--- config.mk ---
export PLATFORM = sky130hd
export DESIGN_NAME = scan_guard_mc
export DESIGN_NICKNAME = d
export VERILOG_FILES = /design/src/rtl/scan_guard_pkg.sv /design/src/rtl/scan_guard_lfsr.sv /design/src/rtl/scan_guard_mc.sv
export SDC_FILE = /design/constraint.sdc
export NUM_CORES = 1
export LEC_CHECK = 0
export BUFFER_PORTS_ARGS = -buffer_cell sky130_fd_sc_hd__buf_2
export CAP_MARGIN = 25
export CORE_AREA = 5 5 138 140
export CTS_BUF_LIST = sky130_fd_sc_hd__clkbuf_8
export DETAILED_ROUTE_END_ITERATION = 8
export DIE_AREA = 0 0 143 145
export PLACE_DENSITY = 0.65
export SETUP_SLACK_MARGIN = 0.15
export SLEW_MARGIN = 20
export SYNTH_ARGS = -nofsm -noshare
export SYNTH_HDL_FRONTEND = slang
export SYNTH_HIERARCHICAL = 1
export SYNTH_SLANG_ARGS = --single-unit
--- constraint.sdc ---
create_clock -name clk -period 2.2 [get_ports clk]
set_input_delay 0.33 -clock clk [delete_from_list [all_inputs] [get_ports clk]]
set_output_delay 0.33 -clock clk [all_outputs]
set_load 0.01 [all_outputs]
--- src/rtl/scan_guard_pkg.sv ---
// scan_guard_pkg: shared types and constants for the multi-chain scan guard.
//   state_e      : FSM states (LOCKED, CHECK, UNLOCKED, LOCKOUT)
//   LFSR_SEED    : reset value of the garbage LFSR (truncated/zero-extended to width)
//   lfsr_taps()  : Fibonacci feedback tap mask for a given LFSR width
// Optional feature macro: SCAN_GUARD_LFSR_EN (consumed by scan_guard_mc).
package scan_guard_pkg;

  typedef enum logic [1:0] {
    LOCKED   = 2'd0,
    CHECK    = 2'd1,
    UNLOCKED = 2'd2,
    LOCKOUT  = 2'd3
  } state_e;

  localparam logic [15:0] LFSR_SEED    = 16'hACE1;
  // x^16 + x^14 + x^13 + x^11 + 1 : feedback from bits 15,13,12,10.
  localparam logic [15:0] LFSR_TAPS_16 = 16'hB400;

  // Tap mask: bit j set means lfsr[j] feeds the XOR. Widths outside the table
  // fall back to x^w + x^(w-1) + 1, which is not guaranteed maximal length.
  function automatic logic [63:0] lfsr_taps(input int w);
    case (w)
      8:       return 64'h0000_0000_0000_00B8;
      16:      return {48'h0, LFSR_TAPS_16};
      32:      return 64'h0000_0000_8020_0003;
      64:      return 64'hD800_0000_0000_0000;
      default: return 64'h3 << (w - 2);
    endcase
  endfunction

endpackage

--- src/rtl/scan_guard_lfsr.sv ---
// scan_guard_lfsr: Fibonacci LFSR producing garbage bits for locked chains.
//   clk, rst_n : clock, synchronous active-low reset (loads SEED)
//   en         : advance one step this cycle
//   lfsr       : current register value
// Shifts left; the XOR of the tapped bits enters at bit 0.
module scan_guard_lfsr #(
  parameter int                 WIDTH = 16,
  parameter logic [WIDTH-1:0]   SEED  = '1,
  parameter logic [WIDTH-1:0]   TAPS  = '1
) (
  input  logic             clk,
  input  logic             rst_n,
  input  logic             en,
  output logic [WIDTH-1:0] lfsr
);

  logic [WIDTH-1:0] lfsr_q, lfsr_d;

  always_comb begin
    lfsr_d = lfsr_q;
    if (en) lfsr_d = {lfsr_q[WIDTH-2:0], ^(lfsr_q & TAPS)};
  end

  always_ff @(posedge clk) begin
    if (!rst_n) lfsr_q <= SEED;
    else        lfsr_q <= lfsr_d;
  end

  assign lfsr = lfsr_q;

endmodule

--- src/rtl/scan_guard_mc.sv ---
// scan_guard_mc: multi-chain scan access protection.
//   Inputs : clk, rst_n (sync, active low), scan_enable, scan_in[NUM_CHAINS],
//            key_in/key_sel/key_valid (unlock attempt), relock,
//            golden_keys (key k at [k*KEY_WIDTH +: KEY_WIDTH]),
//            key_chain_mask (chains for key k at [k*NUM_CHAINS +: NUM_CHAINS])
//   Outputs: scan_out, chain_unlock, scan_unlock, key_ack/key_fail (1-cycle
//            pulses), lockout (sticky), attempts_left
// An attempt is captured in LOCKED/UNLOCKED, compared during the single CHECK
// cycle, and the result registered, so ack/fail appear two cycles after
// key_valid. Unlocks accumulate across successful keys until relock.
// Optional feature macro SCAN_GUARD_LFSR_EN: locked chains emit LFSR bits
// instead of constant 0.
module scan_guard_mc
  import scan_guard_pkg::*;
#(
  parameter int NUM_CHAINS   = 4,
  parameter int KEY_WIDTH    = 64,
  parameter int NUM_KEYS     = 4,
  parameter int MAX_ATTEMPTS = 3,
  parameter int LFSR_WIDTH   = 16
) (
  input  logic                            clk,
  input  logic                            rst_n,
  input  logic                            scan_enable,
  input  logic [NUM_CHAINS-1:0]           scan_in,
  input  logic [KEY_WIDTH-1:0]            key_in,
  input  logic [$clog2(NUM_KEYS)-1:0]     key_sel,
  input  logic                            key_valid,
  input  logic                            relock,
  input  logic [NUM_KEYS*KEY_WIDTH-1:0]   golden_keys,
  input  logic [NUM_KEYS*NUM_CHAINS-1:0]  key_chain_mask,
  output logic [NUM_CHAINS-1:0]           scan_out,
  output logic [NUM_CHAINS-1:0]           chain_unlock,
  output logic                            scan_unlock,
  output logic                            key_ack,
  output logic                            key_fail,
  output logic                            lockout,
  output logic [3:0]                      attempts_left
);

  localparam int         KSW      = $clog2(NUM_KEYS);
  localparam logic [3:0] ATT_INIT = 4'(MAX_ATTEMPTS);

  state_e                state_q, state_d;
  logic [KEY_WIDTH-1:0]  key_q, key_d;
  logic [KSW-1:0]        sel_q, sel_d;
  logic                  from_unl_q, from_unl_d;   // attempt began in UNLOCKED
  logic [NUM_CHAINS-1:0] chain_unlock_q, chain_unlock_d;
  logic [NUM_CHAINS-1:0] scan_out_q, scan_out_d;
  logic                  key_ack_q, key_ack_d;
  logic                  key_fail_q, key_fail_d;
  logic                  lockout_q, lockout_d;
  logic [3:0]            attempts_q, attempts_d;

  logic                  sel_ok, key_match;
  logic [KEY_WIDTH-1:0]  golden_sel;
  logic [NUM_CHAINS-1:0] mask_sel;
  logic [NUM_CHAINS-1:0] garbage;

  // Select golden key / mask by a compare loop so an out-of-range key_sel
  // never produces an out-of-bounds part-select; sel_ok then forces a miss.
  always_comb begin
    golden_sel = '0;
    mask_sel   = '0;
    for (int k = 0; k < NUM_KEYS; k++) begin
      if (int'(sel_q) == k) begin
        golden_sel = golden_keys[k*KEY_WIDTH +: KEY_WIDTH];
        mask_sel   = key_chain_mask[k*NUM_CHAINS +: NUM_CHAINS];
      end
    end
    sel_ok    = int'(sel_q) < NUM_KEYS;
    key_match = sel_ok && (key_q == golden_sel);
  end

`ifdef SCAN_GUARD_LFSR_EN
  localparam logic [LFSR_WIDTH-1:0] SEED = LFSR_WIDTH'(LFSR_SEED);
  localparam logic [LFSR_WIDTH-1:0] TAPS = LFSR_WIDTH'(lfsr_taps(LFSR_WIDTH));

  logic [LFSR_WIDTH-1:0] lfsr;

  scan_guard_lfsr #(
    .WIDTH (LFSR_WIDTH),
    .SEED  (SEED),
    .TAPS  (TAPS)
  ) u_lfsr (
    .clk   (clk),
    .rst_n (rst_n),
    .en    (scan_enable),
    .lfsr  (lfsr)
  );

  always_comb begin
    garbage = '0;
    for (int i = 0; i < NUM_CHAINS; i++) garbage[i] = lfsr[i % LFSR_WIDTH];
  end
`else
  assign garbage = '0;
`endif

  always_comb begin
    state_d        = state_q;
    key_d          = key_q;
    sel_d          = sel_q;
    from_unl_d     = from_unl_q;
    chain_unlock_d = chain_unlock_q;
    attempts_d     = attempts_q;
    lockout_d      = lockout_q;
    key_ack_d      = 1'b0;
    key_fail_d     = 1'b0;

    case (state_q)
      LOCKED: begin
        // relock here has nothing to drop but still swallows a same-cycle key
        if (!relock && key_valid) begin
          key_d      = key_in;
          sel_d      = key_sel;
          from_unl_d = 1'b0;
          state_d    = CHECK;
        end
      end
      UNLOCKED: begin
        if (relock) begin
          chain_unlock_d = '0;
          state_d        = LOCKED;
        end else if (key_valid) begin
          key_d      = key_in;
          sel_d      = key_sel;
          from_unl_d = 1'b1;
          state_d    = CHECK;
        end
      end
      CHECK: begin
        // key_valid and relock are deliberately not looked at here
        if (key_match) begin
          chain_unlock_d = chain_unlock_q | mask_sel;
          attempts_d     = ATT_INIT;
          key_ack_d      = 1'b1;
          state_d        = UNLOCKED;
        end else begin
          attempts_d = attempts_q - 4'd1;
          key_fail_d = 1'b1;
          if (attempts_d == 4'd0) begin
            lockout_d      = 1'b1;
            chain_unlock_d = '0;
            state_d        = LOCKOUT;
          end else begin
            state_d = from_unl_q ? UNLOCKED : LOCKED;
          end
        end
      end
      LOCKOUT: chain_unlock_d = '0;
      default: state_d = LOCKED;
    endcase
  end

  // Gating uses the registered unlock, so an unlock change reaches scan_out
  // one cycle after it appears on chain_unlock.
  always_comb begin
    scan_out_d = scan_out_q;
    if (scan_enable) scan_out_d = (scan_in & chain_unlock_q) | (garbage & ~chain_unlock_q);
  end

  always_ff @(posedge clk) begin
    if (!rst_n) begin
      state_q        <= LOCKED;
      key_q          <= '0;
      sel_q          <= '0;
      from_unl_q     <= 1'b0;
      chain_unlock_q <= '0;
      scan_out_q     <= '0;
      key_ack_q      <= 1'b0;
      key_fail_q     <= 1'b0;
      lockout_q      <= 1'b0;
      attempts_q     <= ATT_INIT;
    end else begin
      state_q        <= state_d;
      key_q          <= key_d;
      sel_q          <= sel_d;
      from_unl_q     <= from_unl_d;
      chain_unlock_q <= chain_unlock_d;
      scan_out_q     <= scan_out_d;
      key_ack_q      <= key_ack_d;
      key_fail_q     <= key_fail_d;
      lockout_q      <= lockout_d;
      attempts_q     <= attempts_d;
    end
  end

  assign scan_out      = scan_out_q;
  assign chain_unlock  = chain_unlock_q;
  assign scan_unlock   = |chain_unlock_q;
  assign key_ack       = key_ack_q;
  assign key_fail      = key_fail_q;
  assign lockout       = lockout_q;
  assign attempts_left = attempts_q;

endmodule

==> flow_summary.yaml <==
timing:
  hold_violations: 0
  grt_setup_unrepaired: "true"
  relSlewSlack: 0.668
  fin_skew_ns: 0.0101
  finalSetupViolCount: 13
  tightestPinTransition_ns: 0.498
  fmax_mhz: 374
  post-route-period-util: 1.22
  min_period_ns: 2.67
  worst_slack_ns: -0.475
  hold_ws_ns: 0.195
  slew_violations: 0
synthesis:
  netlist-cell-type-count: 33
  yosysSeqAreaShare: 0.306
  synth_seq_cells: 84
  synth_top_area_cell: "dfxtp_1"
  synthCells: 560
  synth.most_common_cell: "nand2_1"
  synth_edf_count: 0
  synth_top_area_share: 0.306
  syn_nets: 913
  synth_warnings: 6
  async_flop_share: 0
  yosys_most_used_dff: "dfxtp_1"
  synth.avg_cell_area_um2: 9.80
  synth_area_mm2: 0.00549
  synthTopCellsByCount: "nand2_1 (141), dfxtp_1 (84), a21oi_1 (71), mux4_2 (68), xnor2_1 (66)"
  yosys-top-cells-area: "dfxtp_1 (31%), mux4_2 (28%), xnor2_1 (11%)"
worst_setup_path:
  critical_path_required_ns: 2.48
  r2r_cells: 10
  r2r-start: "sel_q[0]"
  critical_path.startpoint: "sel_q[0]"
  rrSetupSlack_ns: -0.47
  worstPathCellList: "buf_4 > mux4_2 > xnor2_2 > buf_4 > nand4_1 > nor4_4 > nand4_1 > buf_6 > and3b_1 > o31ai_1"
  crit_type: "flip-flop to flip-flop"
  worstSetupStartpointType: "flip-flop"
  end_kind: "flip-flop"
  crit_end: "state_q[1]"
  crit_fanout: 13
  rr_endpoint: "state_q[1]"
  arrival_ns: 2.96
  cpPeakStageDelay_ns: 0.53
  worst_path_max_delay_cell: "mux4_2"
power:
  p_seq_frac: 0.398
  combPwrFrac: 0.299
  power.total_uw: 4180
  power_density_mw_per_mm2: 514
  p_int_uw: 2980
  switchingPower_uw: 1200
  ir_drop_mv: 0.358
  clock_power_share: 0.303
  p_leak_uw: 0.00342
  p_sw_frac: 0.288
routing:
  wl_per_cell_um: 18.9
  postRouteAntennaNets: 0
  drt_wl_total_um: 22000
  drtIter0Drc: 290
  drc: 0
  drt-pass1-iter-count: 4
  routed_via_density: 4.90
  vias: 5708
clock_network:
  clockBufferDepth: 2
  htreeDepth: 3
  cts_made_buffers: 9
  cts_tree: "built"
  cts_sinks: 84
  cts-root-buf: "clkbuf_8"
  holdBufCountCts: 0
  clkSlewWorstSetupHoldPaths_ns: 0.09
  insertion_delay_ns: 0.36
die:
  std_cell_rows: 49
  io_pins: 363
  die_w_um: 143
  fp.dieArea_mm2: 0.0207
  die_h_um: 145
  coreArea_mm2: 0.0177
  start_util: 0.310
layout:
  final_util: 0.459
  drive_gt1_frac: 0.535
  fin_cells: 1166
  layout.nets: 1284
  area_growth_pct: 48.2
global_routing:
  antenna_found_initial: 7
  grt-ovfl-total: 0
  grt_pass1_wl_um: 33100
  grt.total_usage: 0.208
  grt_pass1_vias: 6095
  grt_max_degree: 43
placement:
  dp_hpwl_um: 18200
  place_congestion: 0.860
  place_inst: 1147
  io_buffers: 362
status:
  violations: "negative setup slack"
  status: "complete, but fails checks"
flow_run:
  cap_violations: 0
min_path:
  hold_class: "input pin to flip-flop"
## final cells by class
type / count / area [µm²]
Clock buffer: 10 / 138
Sequential cell: 84 / 1690
Timing Repair Buffer: 401 / 2260
Multi-Input combinational cell: 428 / 3650
Tap cell: 229 / 287
Fill cell: 1713 / 9580
Clock inverter: 6 / 87.6
Antenna cell: 1 / 2.50
Inverter: 7 / 26.3
## placed cells by master (no fill, tap or decap), types with 8 or more instances in the layout
cell type  count
a21oi_1       71
buf_12         8
clkbuf_8      10
buf_4         26
nand4_1       17
xnor2_1       59
buf_2        362
nand2_1      141
dfxtp_1       82
mux4_2        68
## sequential cells by signal, indices dropped and copies added (netlist names)
name,cells
attempts_left,4
chain_unlock,4
from_unl_q,1
key_ack,1
key_fail,1
key_q,64
lockout,1
scan_out,4
sel_q,2
state_q,2
## per-stage QoR
step	setup TNS (ns)	worst slack, ns	cell area [µm²]
5_1_grt	-7.12	-0.633	8140
6_report	-5.05	-0.475	8140
4_1_cts	-5.61	-0.516	8100
3_3_place_gp	-7.04	-0.629	7770
3_5_place_dp	-6.67	-0.600	7770
2_1_floorplan	-0.523	-0.108	5530
## how the worst min path moves through the flow
stage	start	depth (start not counted)	end	slack [ns]
after floorplan	key_q[0]	2	key_q[0]	0.45
after global placement	lockout	2	lockout	0.43
after detailed placement	lockout	2	lockout	0.44
after CTS	key_in[54]	3	key_q[54]	0.16
after global routing	key_in[28]	3	key_q[28]	0.17
final	key_in[44]	3	key_q[44]	0.20
## power by group through the flow
stage          Sequential, µW  Clock [µW]  Combinational (µW)
4_1_cts                  1670        1320                1270
3_5_place_dp             1700           0                1230
5_1_grt                  1680        1380                1370
6_report                 1670        1270                1250
2_1_floorplan            1690           0                 667
3_3_place_gp             1700           0                1220
## critical path: cells and delay by family (launching register included)
family / cells / cell delay, ns
and+or+nand+nor: 4 / 0.81
muxes: 1 / 0.53
buffers and inverters: 3 / 0.50
DFF: 1 / 0.43
AOI/OAI and AO/OA: 1 / 0.17
xor gates and xnor gates: 1 / 0.15
## layer usage
metal | share of wire | routed length, µm | GRT usage | vias up
li1 | - | - | - | 2762
met1 | 0.37 | 8140 | 0.234 | 2638
met2 | 0.52 | 11400 | 0.372 | 259
met3 | 0.085 | 1880 | 0.0533 | 39
met4 | 0.023 | 505 | 0.0784 | 10
met5 | 0.0031 | 69 | 0 | -
## cells by family after synthesis
logic type / Yosys count / synth area share
multiplexers: 68 / 0.279
buffers and inverters: 48 / 0.0442
AND/OR/NAND/NOR: 198 / 0.162
AO/OA/AOI/OAI: 90 / 0.0898
XOR/XNOR: 66 / 0.105
flip-flops: 84 / 0.306
adder cells (fa/ha/maj): 6 / 0.0137
## timing repair
item                                    in CTS  in global routing
gates resized for setup                      9                  7
buffers inserted                             1                  0
pin swaps                                    2                  2
endpoints found under the setup margin      13                 13
cloned                                       1                  0
No activity file was read; power rests on OpenSTA's default activity.
